--- src/rtl/rvc_dmem_arb_pkg.sv ---
// Shared types and defaults for the rvc data-memory arbiter.
package rvc_dmem_arb_pkg;

  typedef enum logic [1:0] {
    IDLE      = 2'd0,
    LOCK_CORE = 2'd1,
    LOCK_EXT  = 2'd2
  } arb_state_e;

  typedef enum logic {
    CORE = 1'b0,
    EXT  = 1'b1
  } master_e;

  localparam int unsigned DEFAULT_MAX_LOCK = 16;

endpackage

--- src/rtl/rvc_rr_pick2.sv ---
// Two-input round-robin picker: one-hot grant, tie goes to the master that was not granted last.
module rvc_rr_pick2
  import rvc_dmem_arb_pkg::*;
(
  input  logic [1:0] req,
  input  master_e    last_gnt,
  output logic [1:0] gnt
);

  always_comb begin
    gnt = '0;
    unique case (req)
      2'b01:   gnt = 2'b01;
      2'b10:   gnt = 2'b10;
      2'b11:   gnt = (last_gnt == CORE) ? 2'b10 : 2'b01;
      default: gnt = '0;
    endcase
  end

endmodule

--- src/rtl/rvc_dmem_arb.sv ---
// Shares the single D_MEM port between the core (master 0) and an external loader (master 1),
// with round-robin arbitration, a bounded lock and steering of the 1-cycle read return.
module rvc_dmem_arb
  import rvc_dmem_arb_pkg::*;
#(
  parameter int unsigned ADDR_W   = 32,
  parameter int unsigned DATA_W   = 32,
  parameter int unsigned MAX_LOCK = DEFAULT_MAX_LOCK
) (
  input  logic                Clock,
  input  logic                Rst,
  input  logic                CoreReq,
  input  logic                CoreWrEn,
  input  logic                CoreLock,
  input  logic [ADDR_W-1:0]   CoreAddr,
  input  logic [DATA_W-1:0]   CoreWrData,
  input  logic [DATA_W/8-1:0] CoreByteEn,
  output logic                CoreGnt,
  output logic                CoreRdValid,
  input  logic                ExtReq,
  input  logic                ExtWrEn,
  input  logic                ExtLock,
  input  logic [ADDR_W-1:0]   ExtAddr,
  input  logic [DATA_W-1:0]   ExtWrData,
  input  logic [DATA_W/8-1:0] ExtByteEn,
  output logic                ExtGnt,
  output logic                ExtRdValid,
  output logic [DATA_W-1:0]   RdData,
  output logic [ADDR_W-1:0]   MemAddr,
  output logic [DATA_W-1:0]   MemWrData,
  output logic [DATA_W/8-1:0] MemByteEn,
  output logic                MemWrEn,
  output logic                MemRdEn,
  input  logic [DATA_W-1:0]   MemRdData,
  output logic                LockTimeout
);

  localparam int unsigned CNT_W = $clog2(MAX_LOCK);
  localparam logic [CNT_W-1:0] CNT_LAST = CNT_W'(MAX_LOCK - 1);

  arb_state_e       state_q, state_d;
  master_e          last_gnt_q, last_gnt_d;
  logic [CNT_W-1:0] lock_cnt_q, lock_cnt_d;
  logic             rd_pend_q, rd_pend_d;
  master_e          rd_owner_q, rd_owner_d;

  logic [1:0] rr_gnt;
  logic [1:0] gnt;
  logic       any_gnt;
  logic       sel_wr;

  rvc_rr_pick2 u_pick (
    .req      ({ExtReq, CoreReq}),
    .last_gnt (last_gnt_q),
    .gnt      (rr_gnt)
  );

  always_comb begin
    gnt          = '0;
    state_d      = state_q;
    last_gnt_d   = last_gnt_q;
    lock_cnt_d   = lock_cnt_q;
    LockTimeout  = 1'b0;
    unique case (state_q)
      IDLE: begin
        gnt = rr_gnt;
        if (gnt[0]) begin
          last_gnt_d = CORE;
          if (CoreLock) begin
            state_d    = LOCK_CORE;
            lock_cnt_d = '0;
          end
        end else if (gnt[1]) begin
          last_gnt_d = EXT;
          if (ExtLock) begin
            state_d    = LOCK_EXT;
            lock_cnt_d = '0;
          end
        end
      end
      LOCK_CORE: begin
        gnt        = {1'b0, CoreReq};
        lock_cnt_d = lock_cnt_q + CNT_W'(1);
        // Timeout wins over a Lock=1 transfer, but that transfer is still granted.
        if (lock_cnt_q == CNT_LAST) begin
          LockTimeout = 1'b1;
          state_d     = IDLE;
        end else if (CoreReq && !CoreLock) begin
          state_d = IDLE;
        end
      end
      LOCK_EXT: begin
        gnt        = {ExtReq, 1'b0};
        lock_cnt_d = lock_cnt_q + CNT_W'(1);
        if (lock_cnt_q == CNT_LAST) begin
          LockTimeout = 1'b1;
          state_d     = IDLE;
        end else if (ExtReq && !ExtLock) begin
          state_d = IDLE;
        end
      end
      default: state_d = IDLE;
    endcase
    // Requests seen while reset is held must not reach the memory.
    if (Rst) begin
      gnt = '0;
    end
  end

  assign CoreGnt = gnt[0];
  assign ExtGnt  = gnt[1];
  assign any_gnt = |gnt;

  always_comb begin
    MemAddr   = '0;
    MemWrData = '0;
    MemByteEn = '0;
    sel_wr    = 1'b0;
    if (gnt[1]) begin
      MemAddr   = ExtAddr;
      MemWrData = ExtWrData;
      MemByteEn = ExtByteEn;
      sel_wr    = ExtWrEn;
    end else if (gnt[0]) begin
      MemAddr   = CoreAddr;
      MemWrData = CoreWrData;
      MemByteEn = CoreByteEn;
      sel_wr    = CoreWrEn;
    end
  end

  assign MemWrEn = any_gnt & sel_wr;
  assign MemRdEn = any_gnt & ~sel_wr;

  always_comb begin
    rd_pend_d  = MemRdEn;
    rd_owner_d = rd_owner_q;
    if (MemRdEn) begin
      rd_owner_d = gnt[1] ? EXT : CORE;
    end
  end

  always_ff @(posedge Clock or posedge Rst) begin
    if (Rst) begin
      state_q    <= IDLE;
      last_gnt_q <= EXT;
      lock_cnt_q <= '0;
      rd_pend_q  <= 1'b0;
      rd_owner_q <= CORE;
    end else begin
      state_q    <= state_d;
      last_gnt_q <= last_gnt_d;
      lock_cnt_q <= lock_cnt_d;
      rd_pend_q  <= rd_pend_d;
      rd_owner_q <= rd_owner_d;
    end
  end

  assign CoreRdValid = rd_pend_q && (rd_owner_q == CORE);
  assign ExtRdValid  = rd_pend_q && (rd_owner_q == EXT);
  assign RdData      = MemRdData;

endmodule

--- config.mk ---
export PLATFORM = sky130hd
export DESIGN_NAME = rvc_dmem_arb
export DESIGN_NICKNAME = d
export VERILOG_FILES = /design/src/rtl/rvc_dmem_arb_pkg.sv /design/src/rtl/rvc_rr_pick2.sv /design/src/rtl/rvc_dmem_arb.sv
export SDC_FILE = /design/constraint.sdc
export NUM_CORES = 1
export LEC_CHECK = 0
export BUFFER_PORTS_ARGS = -buffer_cell sky130_fd_sc_hd__buf_4
export CORE_AREA = 2 2 109 111
export CTS_CLUSTER_SIZE = 12
export DETAILED_ROUTE_END_ITERATION = 10
export DIE_AREA = 0 0 111 113
export PLACE_DENSITY = 0.54
export SETUP_SLACK_MARGIN = 0.1
export SYNTH_ARGS = -nofsm -noshare
export SYNTH_HDL_FRONTEND = slang
export SYNTH_HIERARCHICAL = 1
export SYNTH_SLANG_ARGS = --single-unit
export TNS_END_PERCENT = 10
--- constraint.sdc ---
create_clock -name Clock -period 3.55 [get_ports Clock]
set_input_delay 0.5325 -clock Clock [delete_from_list [all_inputs] [get_ports Clock]]
set_output_delay 0.5325 -clock Clock [all_outputs]
set_load 0.02 [all_outputs]
==> results of run 1 <==
==> where the power goes <==
part	total, mW	leakage [nW]	switching (mW)	internal, mW
combinational	1.29	1.53	0.682	0.609
clock	0.198	0.0382	0.0479	0.150
sequential	0.170	0.115	0.0270	0.143
total	1.66	1.68	0.757	0.902
==> cell usage in the layout (no fill, tap or decap) <==
cell type,instances
and2_4,1
or3_1,1
diode_2,1
nand3_1,4
or2b_1,1
a21oi_1,4
dfstp_2,1
a21boi_1,1
and3_1,1
o2bb2ai_1,1
a21boi_0,1
and2_1,2
inv_1,8
a22oi_1,2
clkbuf_16,3
nor3_1,1
inv_2,1
o22ai_1,2
o21ai_0,3
a31oi_1,1
a22o_1,68
buf_12,3
nand2b_1,3
nand3b_1,1
clkbuf_1,1
a211oi_1,1
buf_4,218
mux2i_1,4
ha_1,5
nor2b_1,1
dfrtp_1,8
nand2_1,6
==> cell type report <==
cell class	count	area share (%)
diodes	1	0.0798
clock buffers	4	2.51
inverters	9	1.08
multi-input cells	115	29.3
flip-flops and latches	9	7.22
well taps	143	5.70
repair buffers	221	54.1
==> layer usage <==
metal	share of wire, %	GRT usage [%]	vias to the layer above	wire length (microns)
met5	0	0	-	0
met1	37	12.8	991	2890
met3	10	3.48	16	790
met4	2.5	3.42	0	193
met2	50	19.7	141	3910
li1	-	-	1015	-
==> sequential cells by signal, indices dropped and copies added, names as in the netlist <==
name / cells
last_gnt_q: 1
lock_cnt_q: 4
rd_owner_q: 1
rd_pend_q: 1
state_q: 2
==> logic make-up after synthesis <==
logic type,after synthesis
AOI/OAI and AO/OA,84
buffers and inverters,57
adders and majority gates,5
and+or+nand+nor,22
DFF,9
muxes,4
==> worst paths after layout <==
check,start,end,slack (ps),cells after the start
max reg2reg,state_q[0],rd_owner_q,1350,8
min in group Clock,lock_cnt_q[0],lock_cnt_q[0],510,1
min,Rst,state_q[1],280,2
max,last_gnt_q,MemWrData[7],380,8
max in group asynchronous,Rst,last_gnt_q,2970,2
min reg2reg,lock_cnt_q[0],lock_cnt_q[0],510,1
==> worst max-delay path: stages (launching register included) <==
cell	delay, ps
dfstp_2	530
inv_1	40
a21boi_1	310
nand2_1	130
a211oi_1	390
and2_4	380
buf_12	280
a22o_1	190
buf_4	140
==> results by group, run 1 <==
Yosys
  • Xor/xnor share of the synthesized area: 0%
  • Post-Synthesis Cells: between 150 and 200
  • Post-synthesis sequential area ratio: 15.0%
  • Post-synthesis cell area: approximately 0.0015 sq mm
  • Count leader, synth: a22o_1
  • Synth Register Bits: 9
  • Top FF cell, synth: dfrtp_1
  • Distinct cells, synth: 30
  • Top cells by area, synth: a22o_1, buf_4, dfrtp_1, ha_1, mux2i_1
  • Post-synth EDFFs: 0
  • Adder-Cell Fraction of Synth Area: 4.15%
  • Mux cell area share after synthesis: 2.65%
  • Syn nets: 362
  • Asr flop ratio synth: between 90% and 100%
  • Yosys top cell by area: a22o_1
  • Synth top cells by count: a22o_1, buf_4, dfrtp_1, inv_1, buf_2
  • Synth Area in Simple Gates: around 7.9%
  • Ys Warns: 6
  • Syn avg cell area: 8.34 sq um
  • Synth Area in Compound Gates: between 40% and 50%
  • Top-area cell type share of the netlist area: 39.5%
  • Largest family of logic cells by synthesized area: compound AO/OA/AOI/OAI gates

Place
  • Dpl cell area: between 0.003 and 0.004 sq mm
  • Pre-CTS setup slack: 369 ps
  • Detailed Place HPWL: ~6500 microns
  • RePlAce Congestion: 0.868
  • Port-buffer cells: 218
  • Placed insts: around 500

Global routing
  • Antenna violations before repair: 1
  • Vias in the first global route: 2076
  • Global-route wire length before repair: 11300 microns
  • GRT Total Usage: 11.1%
  • Largest net degree at the start of global routing: 50
  • Grt ovf: 0

Cells and area
  • Final core utilization: approximately 28%
  • FF/Latch Area: 226 sq um
  • Post-route cell area: 0.00314 sq mm
  • Multi-input logic area: 920 sq um
  • Layout cells sized above 1: a little under two thirds
  • Layout Nets: 540
  • Non-Filler Instances: 502
  • Area growth syn-to-layout: 108%
  • Fillers: 1197

Floorplanning
  • Top Ports: 283
  • Die area: 0.0125 sq mm
  • Die Wd: ~110 microns
  • Initial Util: 13.4%
  • Row count: 39
  • Core footprint: between 0.01 and 0.015 sq mm
  • Die Y: 113 microns

STA
  • TNS Setup: 0 ps
  • Fin crit share: about nine tenths
  • Worst hold slack: 281 ps
  • RSZ-0062 raised after global routing: false
  • Slew Limit Fails: 0
  • Fmax: 0.315 GHz
  • Minimum clock period: 3170 ps
  • Final Skew: 2.00 ps
  • Worst-Margin Slew: 582 ps
  • Final setup fails: 0
  • Final Hold Fails: 0
  • Normalized max-slew margin: 61.0%
  • Final worst slack: 380 ps

Clocking
  • CTS buffer count: 3
  • Clock sink total: 9
  • Hold Buf Count CTS: 0
  • Root buffer cell: clkbuf_16
  • CTS clock-pin slew for the worst setup and hold paths: 40 ps
  • CTS tree: yes
  • Max clock buf depth: 2
  • Post-CTS Resized: 0
  • Worst skew pair latency: 230 ps
  • CTS HTree Levels: 1
  • Postcts setup bufs: 0

Worst setup path
  • CP arrival: 2640 ps
  • Required time worst endpoint: 3020 ps
  • Crit path max fanout: 49
  • Critical path endpoint category: primary output
  • CP startpoint kind: flip-flop
  • Setup CP Type: reg2out

Power and ir drop
  • Final Power: 1.66 mW
  • PwrDens: 529 mW/mm^2
  • Static leakage: 1.68 nW
  • IR drop worst, VDD: around 0.34 mV

Route
  • DRT Pass-1 Iters: 4
  • 1st-iter DRT viols: 70
  • Total wire length: a little under 8000 microns
  • Via density: between 4 and 5
  • Via count: between 2000 and 2500
  • Number of remaining DRC errors: 0
  • Antenna Violating Nets Remaining: 0
  • WL/cell: around 16 microns

Run status
  • Status: finished clean

Worst hold path
  • Type of the worst min-delay path: in2async

Run
  • Max-cap violations: 0
Note: power is estimated with default switching activity, not from simulation.
==> inputs of run 2 (changes only) <==
--- a/config.mk
+++ b/config.mk
@@ -6,11 +6,13 @@
 export NUM_CORES = 1
 export LEC_CHECK = 0
 export BUFFER_PORTS_ARGS = -buffer_cell sky130_fd_sc_hd__buf_4
-export CORE_AREA = 2 2 109 111
+export CELL_PAD_IN_SITES_DETAIL_PLACEMENT = 1
+export CELL_PAD_IN_SITES_GLOBAL_PLACEMENT = 2
+export CORE_UTILIZATION = 11
 export CTS_CLUSTER_SIZE = 12
 export DETAILED_ROUTE_END_ITERATION = 10
-export DIE_AREA = 0 0 111 113
-export PLACE_DENSITY = 0.54
+export PLACE_DENSITY = 0.93
+export RECOVER_POWER = 100
 export SETUP_SLACK_MARGIN = 0.1
 export SYNTH_ARGS = -nofsm -noshare
 export SYNTH_HDL_FRONTEND = slang
==> run 2 against run 1 <==
Compared with the run above: cell count increased by 6.4%; critical path type unchanged; core utilization decreased by 6.0 points; largest cell class unchanged; cell area is 7.5% lower.
==> results by group, run 2 (same netlist as run 1, synthesis figures left out) <==
Worst setup path
  • CP arrival: about 2800 ps
  • Worst path slowest cell: dfstp_1
  • CP startpoint kind: flip-flop
  • Critical path endpoint category: primary output
  • Cell Chain, Critical Path: inv_1 -> a21boi_1 -> nand2_1 -> a211oi_1 -> and2_4 -> buf_12 -> a22o_1 -> clkbuf_1
  • Setup CP Type: reg2out
  • Crit path max fanout: 40
  • Required time worst endpoint: 3020 ps
  • CP max stage delay: 540 ps

Place
  • Pre-CTS setup slack: ~290 ps
  • Dpl cell area: 0.00307 sq mm
  • Port-buffer cells: 218
  • RePlAce Congestion: around 0.8
  • Placed insts: 530
  • Detailed Place HPWL: 7160 microns

Clocking
  • Hold Buf Count CTS: 0
  • Root buffer cell: clkbuf_16
  • CTS clock-pin slew for the worst setup and hold paths: 40 ps
  • Clock sink total: 9
  • Max clock buf depth: 2
  • CTS HTree Levels: 1
  • Worst skew pair latency: 240 ps
  • CTS tree: yes
  • CTS buffer count: 3

Floorplanning
  • Initial Util: 11.3%
  • Die Wd: roughly 120 microns
  • Row count: 42
  • Top Ports: 283
  • Core footprint: 0.0133 sq mm
  • Die area: 0.0142 sq mm
  • Die Y: 119 microns

Cells and area
  • Post-route cell area: 0.00290 sq mm
  • Non-Filler Instances: 534
  • Layout cells sized above 1: 45.0%
  • Commonest non-fill, non-tap cell in the layout: buf_4
  • Fillers: between 1500 and 2000
  • Layout Nets: between 500 and 600
  • Largest register by flop count: lock_cnt_q
  • Max FFs per register: 4
  • FF/Latch Area: between 200 and 250 sq um
  • Regs by FF count: lock_cnt_q x4, state_q x2
  • Most frequent cells in the layout: buf_4, a22o_1, clkbuf_1
  • Multi-input logic area: roughly 920 sq um
  • Area growth syn-to-layout: 92.3%
  • Antenna cells: 0

Worst hold path
  • Type of the worst min-delay path: in2async

Run
  • Max-cap violations: 0

STA
  • Fin crit share: roughly 93%
  • Final setup fails: 0
  • Minimum clock period: 3320 ps
  • Worst-Margin Slew: 590 ps
  • Worst hold slack: 294 ps
  • TNS Setup: 0 ps
  • Fmax: 0.302 GHz
  • Final Hold Fails: 0
  • Normalized max-slew margin: between 60 and 70%
  • Final Skew: 1.36 ps
  • Slew Limit Fails: 0
  • RSZ-0062 raised after global routing: false
  • Final worst slack: about 230 ps

Global routing
  • GRT Total Usage: 11.1%
  • Antenna violations before repair: 0
  • Largest net degree at the start of global routing: 42
  • Grt ovf: 0
  • Global-route wire length before repair: 12500 microns
  • Vias in the first global route: 2392

Power and ir drop
  • PwrDens: 526 mW/mm^2
  • IR drop worst, VDD: approximately 0.26 mV
  • Static leakage: 1.40 nW

Route
  • DRT Pass-1 Iters: 4
  • Total wire length: around 8600 microns
  • Via count: roughly 2200
  • WL/cell: 16.0 microns
  • Antenna Violating Nets Remaining: 0
  • Via density: 4.17
  • Number of remaining DRC errors: 0
  • 1st-iter DRT viols: 87

Run status
  • Status: finished clean
==> run 2: changes by cell type in the layout (fill, tap and decap cells not counted), sizes merged <==
| cell | previous run | this run |
|---|---|---|
| buf | 221 | 154 |
| clkbuf | 4 | 71 |
| diode | 1 | 0 |
==> run 2: layout make-up <==
type / count / share of cell area (%)
Tap cell: 176 / 7.59
Sequential cell: 9 / 7.81
Timing Repair Buffer: 221 / 49.0
Multi-Input combinational cell: 115 / 31.7
Inverter: 9 / 1.16
Clock buffer: 4 / 2.72
==> run 2: power breakdown <==
part | switching (mW) | internal, mW
combinational | 0.708 | 0.443
clock | 0.0543 | 0.151
sequential | 0.0287 | 0.141
==> run 2: worst paths after layout <==
path / startpoint / end / slack (ps) / cells past startpoint
setup / recovery: last_gnt_q / MemWrData[8] / 230 / 8
hold / removal: Rst / rd_pend_q / 290 / 2
setup reg to reg: last_gnt_q / rd_owner_q / 1210 / 7
hold reg to reg: lock_cnt_q[0] / lock_cnt_q[0] / 530 / 1
max in group asynchronous: Rst / last_gnt_q / 2950 / 2
min in group Clock: CoreWrEn / rd_pend_q / 520 / 2
==> run 2: metal layers <==
| layer | part of all wire [%] | wire [microns] | GRT usage, % |
|---|---|---|---|
| met1 | 42 | 3620 | 13.6 |
| met2 | 48 | 4100 | 19.5 |
| met3 | 9.4 | 802 | 2.92 |
| met4 | 0.35 | 30 | 1.50 |
| met5 | 0 | 0 | 0 |
==> run 2: stage by stage <==
step / utilization (%) / total power [mW]
6_report: 21.8 / 1.53
4_1_cts: 23.7 / 1.70
3_3_place_gp: 23.1 / 1.45
2_1_floorplan: - / 0.964
3_5_place_dp: 23.1 / 1.48
5_1_grt: 21.8 / 1.62
==> run 2: what timing repair did <==
item,in CTS,in global routing
resized for setup,0,1
setup buffers,0,0
endpoints found under the setup margin,0,39
endpoints found under the hold margin,0,0
==> run 2: critical path, delay by kind of cell (launching register included) <==
family	cells	cell delay, ps
AO/OA/AOI/OAI	3	850
buffers and inverters	3	540
flip-flops	1	540
AND/OR/NAND/NOR	2	580
